## config.mk

```make
export PLATFORM = sky130hd
export DESIGN_NAME = scu_dma_sched
export DESIGN_NICKNAME = d
export VERILOG_FILES = /design/src/rtl/scu_dma_sched_pkg.sv /design/src/rtl/scu_dma_sched_trig.sv /design/src/rtl/scu_dma_sched.sv
export SDC_FILE = /design/constraint.sdc
export NUM_CORES = 1
export LEC_CHECK = 0
export BUFFER_PORTS_ARGS = -buffer_cell sky130_fd_sc_hd__clkbuf_2
export CORE_MARGIN = 1.5
export CORE_UTILIZATION = 45
export CTS_CLUSTER_SIZE = 28
export DETAILED_ROUTE_END_ITERATION = 8
export MAX_ROUTING_LAYER = met4
export PLACE_DENSITY = 0.78
export SKIP_CTS_REPAIR_TIMING = 1
export SKIP_LAST_GASP = 1
export SYNTH_ARGS = -nofsm -noshare
export SYNTH_HDL_FRONTEND = slang
export SYNTH_SLANG_ARGS = --single-unit
```

## constraint.sdc

```tcl
create_clock -name clk -period 1.5 [get_ports clk]
set_clock_uncertainty 0.05 [all_clocks]
set_input_delay 0.375 -clock clk [delete_from_list [all_inputs] [get_ports clk]]
set_output_delay 0.375 -clock clk [all_outputs]
set_load 0.05 [all_outputs]
```

## src/rtl/scu_dma_sched_pkg.sv

```systemverilog
// -----------------------------------------------------------------------------
// scu_dma_sched_pkg
//   Shared types and constants for the SCU DMA channel scheduler.
//   dma_ft_t          : DxMD.FT start-factor encoding (0..6 = event, 7 = GO)
//   dma_sched_state_t : scheduler FSM states
//   dma_pri_enc()     : fixed-priority pick, lowest index wins
// -----------------------------------------------------------------------------
package scu_dma_sched_pkg;

  localparam int DMA_NCH  = 3;
  localparam int DMA_NEVT = 7;

  typedef enum logic [2:0] {
    FT_VBIN   = 3'd0,
    FT_VBOUT  = 3'd1,
    FT_HBIN   = 3'd2,
    FT_TM0    = 3'd3,
    FT_TM1    = 3'd4,
    FT_SND    = 3'd5,
    FT_SPREND = 3'd6,
    FT_GO     = 3'd7
  } dma_ft_t;

  typedef enum logic [1:0] {
    DS_IDLE = 2'd0,
    DS_REQ  = 2'd1,
    DS_BUSY = 2'd2
  } dma_sched_state_t;

  // Channel 0 has the highest priority; caller guarantees wt != 0.
  function automatic logic [1:0] dma_pri_enc(input logic [DMA_NCH-1:0] wt);
    if (wt[0])      dma_pri_enc = 2'd0;
    else if (wt[1]) dma_pri_enc = 2'd1;
    else            dma_pri_enc = 2'd2;
  endfunction

endpackage

```

## src/rtl/scu_dma_sched_trig.sv

```systemverilog
// -----------------------------------------------------------------------------
// scu_dma_trig
//   Per-channel start-factor decode, pending (WT) latch and dropped-trigger flag.
//   Build option: SCU_DMA_TRIG_OVF_EN adds the sticky overflow flag; without it
//   trig_ovf is tied low.
// Ports
//   clk, rst, ce : clock, sync active-high reset, clock enable
//   en, go       : DxEN.EN level, DxEN.GO strobe
//   ft           : DxMD.FT start factor
//   evt          : start event pulses
//   dstp         : DSTP.STOP strobe (clears WT, drops triggers)
//   ack          : engine accepted this channel (WT -> MV handled by top)
//   done         : engine finished this channel this cycle
//   mv           : channel currently moving (from top)
//   wt           : channel pending
//   trig_ovf     : sticky dropped-trigger flag
// -----------------------------------------------------------------------------
module scu_dma_trig
  import scu_dma_sched_pkg::*;
(
  input  logic                clk,
  input  logic                rst,
  input  logic                ce,
  input  logic                en,
  input  logic                go,
  input  logic [2:0]          ft,
  input  logic [DMA_NEVT-1:0] evt,
  input  logic                dstp,
  input  logic                ack,
  input  logic                done,
  input  logic                mv,
  output logic                wt,
  output logic                trig_ovf
);

  // GO sits at index 7 so the FT code indexes the source vector directly.
  logic [7:0] src;
  logic       trig;
  logic       accept;

  assign src    = {go, evt};
  assign trig   = ce & en & src[ft];
  // A trigger coincident with this channel's completion re-arms it.
  assign accept = trig & ((~wt & ~mv) | done);

  // NOTE: sequential state uses <= so every flop samples pre-edge values.
  always_ff @(posedge clk) begin
    if (rst) begin
      wt <= 1'b0;
    end else if (ce) begin
      if (dstp || ack || !en) wt <= 1'b0;
      else if (accept)        wt <= 1'b1;
    end
  end

`ifdef SCU_DMA_TRIG_OVF_EN
  logic drop;
  logic ovf_q;

  assign drop = trig & ~accept;

  // A drop wins over the GO clear so a GO that is itself dropped still flags.
  always_ff @(posedge clk) begin
    if (rst) begin
      ovf_q <= 1'b0;
    end else if (ce) begin
      if (dstp)      ovf_q <= 1'b0;
      else if (drop) ovf_q <= 1'b1;
      else if (go)   ovf_q <= 1'b0;
    end
  end

  assign trig_ovf = ovf_q;
`else
  assign trig_ovf = 1'b0;
`endif

endmodule

```

## src/rtl/scu_dma_sched.sv

```systemverilog
// -----------------------------------------------------------------------------
// scu_dma_sched
//   Schedules SCU DMA channels D0..D2 onto the single transfer engine with
//   fixed priority D0 > D1 > D2. Holds the grant FSM, the MV bits and the
//   completion/abort pulses; per-channel trigger logic lives in scu_dma_trig.
//   Build option: SCU_DMA_TRIG_OVF_EN enables the TRIG_OVF sticky flags.
// Ports
//   clk, rst, ce         : clock, sync active-high reset, clock enable
//   dx_en, dx_go, dx_ft  : per-channel enable, GO strobe, start factor {FT2,FT1,FT0}
//   evt                  : start events [0]VBIN..[6]SPREND
//   dstp                 : stop-all strobe
//   eng_req, eng_ch      : grant to engine and granted channel
//   eng_ack, eng_done    : engine handshake
//   eng_abort            : one-cycle forced stop
//   dsta_ch, dsta_ddmv   : {D2WT,D2MV,D1WT,D1MV,D0WT,D0MV} and OR of MV
//   dend                 : per-channel completion pulse
//   trig_ovf             : sticky dropped-trigger flags
// -----------------------------------------------------------------------------
module scu_dma_sched
  import scu_dma_sched_pkg::*;
(
  input  logic                  clk,
  input  logic                  rst,
  input  logic                  ce,
  input  logic [DMA_NCH-1:0]    dx_en,
  input  logic [DMA_NCH-1:0]    dx_go,
  input  logic [3*DMA_NCH-1:0]  dx_ft,
  input  logic [DMA_NEVT-1:0]   evt,
  input  logic                  dstp,
  output logic                  eng_req,
  output logic [1:0]            eng_ch,
  input  logic                  eng_ack,
  input  logic                  eng_done,
  output logic                  eng_abort,
  output logic [2*DMA_NCH-1:0]  dsta_ch,
  output logic                  dsta_ddmv,
  output logic [DMA_NCH-1:0]    dend,
  output logic [DMA_NCH-1:0]    trig_ovf
);

  dma_sched_state_t   state;
  logic [DMA_NCH-1:0] wt;
  logic [DMA_NCH-1:0] mv;
  logic [DMA_NCH-1:0] ack_ch;
  logic [DMA_NCH-1:0] done_ch;

  // Handshakes only count in the matching state; DSTP overrides a same-cycle DONE.
  always_comb begin
    // NOTE: defaults first so no latch is inferred on the untaken paths.
    ack_ch  = '0;
    done_ch = '0;
    if (state == DS_REQ && eng_ack)            ack_ch[eng_ch]  = 1'b1;
    if (state == DS_BUSY && eng_done && !dstp) done_ch[eng_ch] = 1'b1;
  end

  for (genvar i = 0; i < DMA_NCH; i++) begin : g_trig
    scu_dma_trig u_trig (
      .clk      (clk),
      .rst      (rst),
      .ce       (ce),
      .en       (dx_en[i]),
      .go       (dx_go[i]),
      .ft       (dx_ft[3*i +: 3]),
      .evt      (evt),
      .dstp     (dstp),
      .ack      (ack_ch[i]),
      .done     (done_ch[i]),
      .mv       (mv[i]),
      .wt       (wt[i]),
      .trig_ovf (trig_ovf[i])
    );
  end

  always_ff @(posedge clk) begin
    if (rst) begin
      state     <= DS_IDLE;
      eng_req   <= 1'b0;
      eng_ch    <= 2'd0;
      eng_abort <= 1'b0;
      mv        <= '0;
      dend      <= '0;
    end else begin
      // Pulses last exactly one enabled cycle and stay low while CE=0.
      dend      <= '0;
      eng_abort <= 1'b0;
      if (ce) begin
        if (dstp) begin
          mv        <= '0;
          eng_req   <= 1'b0;
          eng_abort <= (state != DS_IDLE);
          state     <= DS_IDLE;
        end else begin
          case (state)
            DS_IDLE: begin
              if (|wt) begin
                eng_ch  <= dma_pri_enc(wt);
                eng_req <= 1'b1;
                state   <= DS_REQ;
              end
            end
            // Grant is held without re-arbitration until the engine takes it.
            DS_REQ: begin
              if (eng_ack) begin
                eng_req    <= 1'b0;
                mv[eng_ch] <= 1'b1;
                state      <= DS_BUSY;
              end
            end
            DS_BUSY: begin
              if (eng_done) begin
                mv[eng_ch]   <= 1'b0;
                dend[eng_ch] <= 1'b1;
                state        <= DS_IDLE;
              end
            end
            default: state <= DS_IDLE;
          endcase
        end
      end
    end
  end

  always_comb begin
    dsta_ch = '0;
    for (int i = 0; i < DMA_NCH; i++) begin
      dsta_ch[2*i]   = mv[i];
      dsta_ch[2*i+1] = wt[i];
    end
  end

  assign dsta_ddmv = |mv;

endmodule

```

### Word-level counts from Yosys, hierarchy flattened

Index checks and enable logic that the tools add are counted.

* bits in registers: 15
* bits of input ports: 28
* output and inout port bits: 17

* $lt $le $gt $ge: 5
* equal/unequal tests: 5
* multiplexer cells: 31
* bitwise gates (word level): 28
* reductions and logical operators: 32

Operators by type and width (number)
* AND reduction 4 bit: 4
* 2-to-1 mux 3 bit: 5
* 2-to-1 mux 1 bit: 13
* bitwise AND 1 bit: 12
* less-than comparator 3 x 4 -> 1 bit (second input constant): 3
* 2-to-1 mux 2 bit: 6
* inverter 1 bit: 10
* binary-select mux 1 bit (select 3 bit): 3
* != test 3 bit (second input constant): 3
* OR reduction 3 bit: 3
* nonzero test 2 bit: 4
* logical OR 1 bit: 6
* one-hot mux 2 bit (3 select lines): 1
* one-hot mux 3 bit (2 select lines): 1
* AND reduction 2 bit: 3
* nonzero test 3 bit: 2
* OR reduction 5 bit: 1
* logical AND 1 bit: 4
* logical NOT 1 bit: 4
* bitwise AND 3 bit: 1
* less-than comparator 2 x 3 -> 1 bit (second input constant): 1
* inverter 3 bit: 1
* OR 1 bit: 3
* OR 3 bit: 1
* other kinds (6): 6

### Logic depth before layout (Yosys ltp)

Gate-level depths: netlist of run 1.

* word-level depth: 9
* gate-level depth with buffers: 5
* gate-level depth less buffers: 4

### Cells and area by module

From an unflattened synthesis of run 1, not the netlist that was laid out.

* cells, all modules: 118
* area total of the unflattened synthesis: 1021.0 um^2

Modules (own cells, without submodules)
* scu_dma_sched: times used 1, cells each 76, area each 641.9 um^2
* scu_dma_trig: times used 3, cells each 14, area each 126.4 um^2

### Least setup slack after synthesis of run 1

OpenSTA, ideal clock, no wires.

* path kind: input to register
* start point: input port dx_ft[1]
* end point: register g_trig[0].u_trig.wt
* library setup time: 0.116 ns
* data arrival time: 1.248 ns
* setup slack: 0.086 ns
* stages on the path: 4
* buffers on the path: 0
* path through: mux4_1 > mux2i_1 > o21ai_1 > and3_1

* longest elaborated chain between the ends: 6

Ends and longest elaborated chain
* start: declaration: RTL line scu_dma_sched.sv:27 `input logic [3*DMA_NCH-1:0] dx_ft,`
* binary-select mux 1 bit (select 3 bit): RTL line scu_dma_sched_trig.sv:42 `assign trig = ce & en & src[ft];`
* 2-to-1 mux 1 bit (not written as such): RTL line scu_dma_sched_trig.sv:42
* bitwise AND 1 bit: RTL line scu_dma_sched_trig.sv:42
* bitwise AND 1 bit: RTL line scu_dma_sched_trig.sv:44 `assign accept = trig & ((~wt & ~mv) | done);`
* nonzero test 2 bit (no line)
* AND reduction 2 bit (no line)
* end signal: assignment: RTL line scu_dma_sched_trig.sv:49 `wt <= 1'b0;`
* end signal: assignment: RTL line scu_dma_sched_trig.sv:51 `if (dstp || ack || !en) wt <= 1'b0;`
* end signal: assignment: RTL line scu_dma_sched_trig.sv:52 `else if (accept) wt <= 1'b1;`
* end: declaration: RTL line scu_dma_sched_trig.sv:32 `output logic wt,`

Every way passes these cells. The select of a mux whose other input is x is not followed.
A chain may end at the register's enable or synchronous reset.

### Final worst setup path of run 1

* start point: register mv[1]
* end point: output port dsta_ddmv

* longest elaborated chain between the ends: 1

Ends and longest elaborated chain
* start: declaration: RTL line scu_dma_sched.sv:43 `logic [DMA_NCH-1:0] mv;`
* start signal: assignment: RTL line scu_dma_sched.sv:80 `mv <= '0;`
* start signal: assignment: RTL line scu_dma_sched.sv:88 `mv <= '0;`
* start signal: indexed assignment: RTL line scu_dma_sched.sv:105 `mv[eng_ch] <= 1'b1;`
* OR reduction 3 bit: RTL line scu_dma_sched.sv:131 `assign dsta_ddmv = |mv;`
* end: declaration: RTL line scu_dma_sched.sv:36 `output logic dsta_ddmv,`

Every way passes these cells.

==> results.md, run 1 <==
- Status: finished with violations
- Failing checks: negative setup slack
- Hold Crit Start: rst
- Via count: 914
- WL/cell: 13.32 um
- Yosys cell types: 30
- Worst reg2reg path startpoint: state[1]
- Final WL: 2.265 mm
- R2R Path End: mv[1]
- Combinational Power Share: 24.5%
- Num CTS Buffers: 3
- Yosys warnings: 0
- Top post-synthesis cells by area: dfxtp_1 31%, mux4_2 9.4%, buf_4 7.0%, mux4_1 5.5%, a21oi_1 5.2%
- Dpl ws: -0.09745 ns
- Seq pwr share: 48.1%
- Fin worst setup slack: -0.1092 ns
- H-Tree Level Count: 1
- Port bufs: 41
- Syn-to-layout area delta: 26.10%
- Diode count: 0
- Initial antenna violation count: 0
- Pint: 0.6025 mW
- Clk Latency, worst-skew pair: 0.29 ns
- NumNets Final: 172
- IO Pins: 45
- Routed Antenna Nets: 0
- Sw Ratio: 30.98%
- CP endpoint kind: primary output
- DPL Wire Length: 1.829 mm
- Hold Crit Class: input pin to flip-flop
- Starting density of the core: 48.61%
- Die width: 49.27 um
- Fmax: 0.6214 GHz
- Total Power: 0.8728 mW
- GP Congestion: 0.7653
- Mean Syn Cell Area: 9.354 um2
- PwrDens: 718.4 nW/um2
- Drt pass-1 iters: 4
- Period utilisation layout: 107.3%
- Clk pin slew, worst setup/hold paths: 0.10 ns
- Avg Vias per Cell: 5.376
- Crit path time final: 1.609 ns
- First-pass GRT wire length: 3.705 mm
- Final slew viol count: 0
- Mapped Cells: 103
- TNS Setup: -0.1092 ns
- Overflow after GRT: 0
- Maximum vdd drop: 770.7 uV
- Synthesized area: 963.4 um2
- Sequential area share after synthesis: 31.17%
- Share of the synthesized area in the top cell type: 31.17%
- Area leader, netlist: dfxtp_1
- #FFs+latches synth: 15
- Die area: 2428 um2
- CTS tree: done
- Worst-path fanout max: 3
- Hold path endpoint: mv[0]
- Root Driver: clkbuf_4
- Number of global-route vias before repair: 882
- Largest net degree at the start of global routing: 14
- Clk pwr share: 27.4%
- Setup violators final: 1
- Hold Crit Depth: 2
- DP Area: 1160 um2
- Share of cells above drive strength 1: 41.26%
- Commonest cells after routing, fill and taps aside: 39 x clkbuf_2, 13 x dfxtp_1, 12 x nor2_1
- MaxCap Viol Count: 0
- R2R Setup Slk: 0.14 ns
- R2R cell count: 4
- Multi-input combinational cell area: 591.8 um2
- Leakage power: 0.5757 nW
- Filler cells: 178
- Iteration-0 DRC Markers: 21
- Final hold vios: 0
- RSZ-0062 raised after global routing: yes
- Fin area: 1215 um2
- Chip Height: 49.27 um
- Residual DRC: 0
- Crit path DAT: 1.18 ns
- Register Area: 302.8 um2
- Row count: 16
- Clock Path Buffers: 2
- Commonest non-fill, non-tap cell in the layout: clkbuf_2
- CTS sink count: 15
- Core area: 1982 um2
- Worst Path Required: 1.07 ns
- Worst setup path class: flip-flop to primary output
- Net Switching: 0.2704 mW
- GR Util All Layers: 20.05%
- Startpoint Class: flip-flop
-- routing by layer --
| metal | GRT usage [%] | up-vias | part of all wire [%] |
|---|---|---|---|
| met5 | - | - | 0 |
| met4 | 6.190 | 0 | 0.88 |
| met3 | 5.828 | 4 | 4.1 |
| met2 | 32.43 | 27 | 53 |
| met1 | 23.99 | 429 | 42 |
| li1 | - | 454 | - |
-- worst max-delay path: stages (launching register included) --
cell     delay [ns]
dfxtp_2        0.35
or3_4          0.39
buf_8          0.16
-- state kept, by name, indices dropped and copies added, names as in the netlist --
name / flops
mv: 3
g_trig.u_trig.wt: 3
eng_ch: 2
eng_req: 1
dend: 3
state: 2
eng_abort: 1
-- layout make-up --
type                       count  share of cell area (%)
tap                           27                   2.781
inverter                       1                  0.3090
clock buffer                   3                   1.854
sequential                    15                   24.92
clock inverter                 1                  0.4119
multi-input combinational     77                   48.71
timing repair buffer          46                   21.01
-- power by group through the flow --
stage / sequential [mW] / combinational (mW) / clock (mW)
2_1_floorplan: 0.434 / 0.141 / 0
3_3_place_gp: 0.428 / 0.207 / 0
3_5_place_dp: 0.428 / 0.213 / 0
4_1_cts: 0.419 / 0.213 / 0.247
5_1_grt: 0.421 / 0.229 / 0.263
6_report: 0.419 / 0.214 / 0.239
-- logic make-up after synthesis --
kind of cell           Yosys count  share of synthesized area, %
AO/OA/AOI/OAI                   27                         18.57
buffers and inverters           13                         8.699
flip-flops                      15                         31.17
multiplexers                     9                         17.92
other                            1                        0.3892
AND/OR/NAND/NOR                 38                         23.25
-- cell usage after synthesis --
cell / number
dfxtp_1: 15
nor2_1: 12
a21oi_1: 10
buf_4: 9
o21ai_0: 6
nand2_1: 5
nor2b_1: 5
and3_1: 4
mux4_2: 4
mux2i_1: 3
nand2b_1: 3
o21a_1: 3
a221oi_1: 2
and3b_1: 2
and4b_1: 2
mux4_1: 2
nor3_1: 2
o31ai_1: 2
a32oi_1: 1
and2b_1: 1
buf_1: 1
buf_2: 1
clkbuf_1: 1
conb_1: 1
inv_1: 1
nor4b_4: 1
o21ai_1: 1
o31a_1: 1
o31ai_4: 1
or3_1: 1
-- metrics by stage --
step                std cells  hold WS, ns  util [%]
floorplan                 105       0.4249         -
global placement          165       0.4473     58.52
detailed placement        165       0.4518     58.52
CTS                       169       0.3782     59.91
global route              170       0.3797     61.30
finish                    170       0.3715     61.30
-- worst max-delay path by stage --
stage	startpoint	to	slack (ns)	cells after the start
final	mv[1]	dsta_ddmv	-0.11	2
after global routing	mv[1]	dsta_ddmv	-0.13	2
after CTS	mv[0]	dsta_ddmv	-0.17	2
after detailed placement	dx_ft[1]	g_trig[0].u_trig.wt	-0.1	5
after global placement	dx_ft[1]	g_trig[0].u_trig.wt	-0.06	5
after floorplan	dx_ft[1]	g_trig[0].u_trig.wt	0.09	4
Note: power is estimated with default switching activity, not from simulation.
==> inputs of run 2 (changes only) <==
--- a/config.mk
+++ b/config.mk
@@ -7,7 +7,7 @@
 export LEC_CHECK = 0
 export BUFFER_PORTS_ARGS = -buffer_cell sky130_fd_sc_hd__clkbuf_2
 export CORE_MARGIN = 1.5
-export CORE_UTILIZATION = 45
+export CORE_UTILIZATION = 46
 export CTS_CLUSTER_SIZE = 28
 export DETAILED_ROUTE_END_ITERATION = 8
 export MAX_ROUTING_LAYER = met4
@@ -16,4 +16,5 @@
 export SKIP_LAST_GASP = 1
 export SYNTH_ARGS = -nofsm -noshare
 export SYNTH_HDL_FRONTEND = slang
+export SYNTH_HIERARCHICAL = 1
 export SYNTH_SLANG_ARGS = --single-unit
==> run 2 against run 1 <==
The run still ends with negative setup slack left. Maximum frequency increased by 1.3%. Die area grew 3.4%. Total power rose by 4.8%. Flip-flop and latch count is the same.
==> results.md, run 2 <==
- Top_reg_cell synth: dfxtp_1
- H-Tree Level Count: 1 (unchanged)
- Crit path DAT: 1.16 ns (-0.02 ns)
- Row count: 16 (unchanged)
- Pint: 0.6213 mW (+3.1%)
- Yosys warnings: 6 (+6)
- Die width: 50.11 um (+1.7%)
- Share of the synthesized area in the top cell type: 29.41% (-1.8 points)
- Routed Antenna Nets: 0 (unchanged)
- Syn-to-layout area delta: 37.75%
- Clk pwr share: 26.0% (-1.4 points)
- Die area: 2511 um2 (+3.4%)
- Period utilisation layout: 105.9% (-1.4 points)
- Setup violators final: 1 (unchanged)
- Mapped Cells: 118 (+15%)
- Multi-input combinational cell area: 683.2 um2 (+15%)
- Filler cells: 159 (-11%)
- Hold Crit Class: input pin to flip-flop
- Via count: 1132 (+24%)
- Dpl ws: -0.05395 ns (+0.04350 ns)
- Start point of the critical path: mv[1]
- Iteration-0 DRC Markers: 26 (+24%)
- Mean Syn Cell Area: 8.652 um2 (-7.5%)
- IO Pins: 45 (unchanged)
- Drt pass-1 iters: 4 (unchanged)
- Worst setup path class: flip-flop to primary output
- DPL Wire Length: 2.127 mm (+16%)
- NumNets Final: 201 (+17%)
- Maximum vdd drop: 467.1 uV (-39%)
- RSZ-0062 raised after global routing: yes
- Seq pwr share: 46.2% (-1.9 points)
- Avg Vias per Cell: 5.688 (+5.8%)
- Main combinational cell family by area after synthesis: simple AND/OR/NAND/NOR gates
- Largest net degree at the start of global routing: 13 (-1)
- Adder-Cell Fraction of Synth Area: 0% (unchanged)
- Post-synth ARST share: 0% (unchanged)
- Number of global-route vias before repair: 1058 (+20%)
- Yosys cell types: 35 (+17%)
- Hold Crit Start: dx_ft[6]
- Simple-gate portion of the synthesized area: 35.05% (+12 points)
- Startpoint Class: flip-flop
- Final hold vios: 0 (unchanged)
- GR Util All Layers: 23.12% (+3.1 points)
- Sw Ratio: 32.08% (+1.1 points)
- Combinational Power Share: 27.9% (+3.4 points)
- Worst-path fanout max: 2 (-1)
- Failing checks: negative setup slack
- Crit path time final: 1.588 ns (-0.02081 ns)
- Post-synth EDFFs: 0 (unchanged)
- Chip Height: 50.11 um (+1.7%)
- WL/cell: 13.59 um (+2.0%)
- CP endpoint kind: primary output
- Overflow after GRT: 0 (unchanged)
- Post-synthesis mux area share: 12.50% (-5.4 points)
- Fin worst setup slack: -0.08842 ns (+0.02081 ns)
- Complex-gate fraction of the synthesized area: 16.42% (-2.1 points)
- Diode count: 0 (unchanged)
- First-pass GRT wire length: 4.347 mm (+17%)
- Initial antenna violation count: 0 (unchanged)
- Clk Latency, worst-skew pair: 0.30 ns (about the same)
- Area leader, netlist: dfxtp_1
- Starting density of the core: 50.50% (+1.9 points)
- Status: finished with violations
- Worst reg2reg path startpoint: state[1]
- Register Area: 312.8 um2 (+3.3%)
- Final slew viol count: 0 (unchanged)
- Fmax: 0.6296 GHz (+1.3%)
- PwrDens: 650.4 nW/um2 (-9.5%)
- Residual DRC: 0 (unchanged)
- Largest regs: dend (3), g_trig.u_trig/wt (3), mv (3)
- Sequential area share after synthesis: 29.41% (-1.8 points)
- Core area: 2022 um2 (+2.0%)
- Port bufs: 41 (unchanged)
- MaxCap Viol Count: 0 (unchanged)
- Synth Area in XOR/XNOR: 0% (unchanged)
- CTS sink count: 15 (unchanged)
- Post-synth top cells: 15 x dfxtp_1, 15 x nor2_1, 8 x nor3_1
- Top post-synthesis cells by area: dfxtp_1 29%, mux4_2 6.6%, mux2i_1 5.9%, nor2_1 5.5%, nor3_1 3.9%
- Clk pin slew, worst setup/hold paths: 0.10 ns (about the same)
- GP Congestion: 0.8865 (+16%)
- Net count after synthesis: 146
- Leakage power: 0.6195 nW (+7.6%)
- Final WL: 2.704 mm (+19%)
- Root Driver: clkbuf_4
- Placed insts: 193 (+17%)
- #FFs+latches synth: 15 (unchanged)
- Synthesized area: 1021 um2 (+6.0%)
- Commonest cells after routing, fill and taps aside: 34 x clkbuf_2, 16 x buf_4, 15 x nor2_1
- Worst Path Required: 1.07 ns (about the same)
- Clock Path Buffers: 2 (unchanged)
- Post-Layout Cell Count: 199 (+17%)
- CTS tree: done
- Commonest non-fill, non-tap cell in the layout: clkbuf_2
- Share of cells above drive strength 1: 45.93% (+4.7 points)
- Net Switching: 0.2934 mW (+8.5%)
- Num CTS Buffers: 3 (unchanged)
## run 2: cell count changes in the layout (fill, tap and decap cells not counted), moves of 4 or more
| cell | change |
|---|---|
| buf_4 | +11 |
| a21oi_1 | -7 |
| nor3_1 | +6 |
| clkbuf_2 | -5 |
| nand3_1 | +5 |
| nand3b_1 | +5 |
| and3_1 | -4 |
| dfxtp_1 | -4 |
| nand2_1 | -4 |
| nor4_1 | +4 |
## run 2: cell type report
cell class                 count  area share [%]
multi-input combinational     95           48.58
clock inverter                 1          0.3559
clock buffer                   3           1.601
timing repair buffer          57           24.56
sequential                    15           22.24
inverter                       1          0.2669
tap                           27           2.402
## run 2: power by group through the flow
stage	clock network (mW)	logic, mW	registers, mW
after floorplan	0	0.124	0.461
after global placement	0	0.239	0.433
after detailed placement	0	0.243	0.433
after CTS	0.243	0.244	0.424
after global routing	0.267	0.277	0.424
final	0.238	0.255	0.422
## run 2: kinds of logic after synthesis
logic type      Yosys count
simple gates             60
compound gates           23
flops                    15
mux                       9
buf+inv                   8
other cells               3
## run 2: per-stage QoR
step / TNS (ns) / hold slack (ns) / power (mW) / area [um2] / utilization [%]
2_1_floorplan: 0 / 0.4035 / 0.5846 / 1028 / -
3_3_place_gp: -0.02913 / 0.3976 / 0.6715 / 1320 / 65.28
3_5_place_dp: -0.09716 / 0.4081 / 0.6764 / 1320 / 65.28
4_1_cts: -0.2062 / 0.3736 / 0.9108 / 1348 / 66.65
5_1_grt: -0.1258 / 0.4007 / 0.9683 / 1406 / 69.55
6_report: -0.08842 / 0.3679 / 0.9147 / 1406 / 69.55
## run 2: worst paths after layout
kind	end	slack (ns)	cells past startpoint
worst max register to register	eng_req	0.03	3
worst max-delay path	dsta_ddmv	-0.09	2
worst min register to register	dend[0]	0.40	1
worst min-delay path	g_trig[2].u_trig/wt	0.37	3
## run 2: worst max-delay path, cell delays in order (launching register included)
cell	delay, ns
dfxtp_1	0.32
or3_4	0.38
buf_8	0.16
## run 2: metal layers
| metal | track usage [%] | vias to the layer above | share of wire [%] |
|---|---|---|---|
| li1 | - | 549 | - |
| met1 | 27.60 | 529 | 42 |
| met2 | 38.60 | 49 | 50 |
| met3 | 2.121 | 5 | 5.2 |
| met4 | 11.57 | 0 | 2.3 |
| met5 | - | - | 0 |
==> inputs of run 3 (changes only) <==
--- a/config.mk
+++ b/config.mk
@@ -12,6 +12,7 @@
 export DETAILED_ROUTE_END_ITERATION = 8
 export MAX_ROUTING_LAYER = met4
 export PLACE_DENSITY = 0.78
+export RECOVER_POWER = 100
 export SKIP_CTS_REPAIR_TIMING = 1
 export SKIP_LAST_GASP = 1
 export SYNTH_ARGS = -nofsm -noshare
==> run 3 against run 2 <==
The flow still finishes with violations (negative setup slack). Utilization decreased by 0.56 points. Global-route usage unchanged. Sequential power about the same. Critical path depth unchanged. Critical endpoint unchanged. Highest routed layer unchanged.
==> results.md, run 3 (synthesized netlist as in run 2, its figures left out) <==
- Status: finished with violations
- Failing checks: negative setup slack
- WL/cell: 13.46 um (-0.92%)
- GP Congestion: 0.8865 (unchanged)
- MaxCap Viol Count: 0 (unchanged)
- Drt pass-1 iters: 4 (unchanged)
- R2R Setup Slk: 0.01 ns (-0.02 ns)
- Worst Path Required: 1.07 ns (about the same)
- Fmax: 0.6309 GHz (+0.22%)
- RSZ-0062 raised after global routing: yes
- Initial antenna violation count: 0 (unchanged)
- Register Area: 309.0 um2 (-1.2%)
- Commonest non-fill, non-tap cell in the layout: clkbuf_2
- DPL Wire Length: 2.127 mm (unchanged)
- Clock Path Buffers: 2 (unchanged)
- CTS sink count: 15 (unchanged)
- Syn-to-layout area delta: 36.64%
- Die width: 50.11 um (unchanged)
- Crit path DAT: 1.16 ns (about the same)
- DP Area: 1320 um2 (unchanged)
- Clk pin slew, worst setup/hold paths: 0.10 ns (about the same)
- PwrDens: 651.9 nW/um2 (+0.23%)
- Iteration-0 DRC Markers: 40 (+54%)
- Diode count: 0 (unchanged)
- Maximum vdd drop: 466.9 uV (about the same)
- Multi-input combinational cell area: 683.2 um2 (unchanged)
- Filler cells: 158 (-0.63%)
- Fin worst setup slack: -0.08499 ns (+0.003431 ns)
- Largest net degree at the start of global routing: 13 (unchanged)
- Row count: 16 (unchanged)
- Routed Antenna Nets: 0 (unchanged)
- H-Tree Level Count: 1 (unchanged)
- Final hold vios: 0 (unchanged)
- Core area: 2022 um2 (unchanged)
- Worst-path fanout max: 2 (unchanged)
- Setup violators final: 1 (unchanged)
- Avg Vias per Cell: 5.704 (+0.27%)
- Commonest cells after routing, fill and taps aside: 34 x clkbuf_2, 15 x nor2_1, 14 x buf_4
- Period utilisation layout: 105.7% (-0.23 points)
- Largest regs: dend (3), g_trig.u_trig/wt (3), mv (3)
- Port bufs: 41 (unchanged)
- Clk Latency, worst-skew pair: 0.29 ns (about the same)
- Num CTS Buffers: 3 (unchanged)
- CP endpoint kind: primary output
- Final WL: 2.679 mm (-0.92%)
- Hold Crit Class: input pin to flip-flop
- Share of cells above drive strength 1: 44.19% (-1.7 points)
- NumNets Final: 201 (unchanged)
- Starting density of the core: 50.50% (unchanged)
- IO Pins: 45 (unchanged)
- Overflow after GRT: 0 (unchanged)
- Fin area: 1395 um2 (-0.80%)
- Startpoint Class: flip-flop
- Residual DRC: 0 (unchanged)
- Crit path time final: 1.585 ns (-0.003431 ns)
- Chip Height: 50.11 um (unchanged)
- TNS Setup: -0.08499 ns (+0.003431 ns)
- Die area: 2511 um2 (unchanged)
- Final slew viol count: 0 (unchanged)
- Via count: 1135 (+0.27%)
- Total Power: 0.9095 mW (-0.57%)
- Worst setup path class: flip-flop to primary output
- First-pass GRT wire length: 4.347 mm (unchanged)
- Number of global-route vias before repair: 1058 (unchanged)
- Leakage power: 0.6105 nW (-1.5%)
- CTS tree: done
- Dpl ws: -0.05395 ns (unchanged)
- Root Driver: clkbuf_4
- GR Util All Layers: 23.12% (unchanged)
-- run 3: changes by cell type in the layout (fill, tap and decap cells not counted), sizes merged --
cell	before	now
clkbuf	41	43
buf	19	17
-- run 3: final cells by class --
cell class | instances | area share (%)
Sequential cell | 15 | 22.15
Inverter | 1 | 0.2691
Clock inverter | 1 | 0.3587
Clock buffer | 3 | 1.614
Multi-Input combinational cell | 95 | 48.97
Tap cell | 27 | 2.422
Timing Repair Buffer | 57 | 24.22
-- run 3: path summary, 6_finish.rpt --
kind | cells after the start | to | start
max | 2 | dsta_ddmv | mv[1]
min | 3 | g_trig[2].u_trig/wt | dx_ft[6]
max reg2reg | 4 | mv[0] | state[0]
min reg2reg | 1 | dend[0] | eng_ch[0]
-- run 3: worst max-delay path: stages (launching register included) --
cell and delay (ns):
dfxtp_1 0.32, or3_4 0.38, buf_8 0.16
-- run 3: metrics by stage --
step	hold slack (ns)	utilization [%]	cells
5_1_grt	0.4007	69.00	199
4_1_cts	0.3736	66.65	197
6_report	0.3718	69.00	199
2_1_floorplan	0.4035	-	118
3_3_place_gp	0.3976	65.28	193
3_5_place_dp	0.4081	65.28	193
-- run 3: metal layers --
metal	routed length (um)	up-vias	global-route usage (%)
li1	-	550	-
met1	1105	533	27.60
met2	1370	47	38.60
met3	145	5	2.121
met4	57	0	11.57
met5	0	-	-
-- run 3: where the power goes --
group / internal [mW] / total (mW) / switching [mW]
clock: 0.0993 / 0.235 / 0.136
combinational: 0.112 / 0.252 / 0.140
sequential: 0.408 / 0.423 / 0.0146
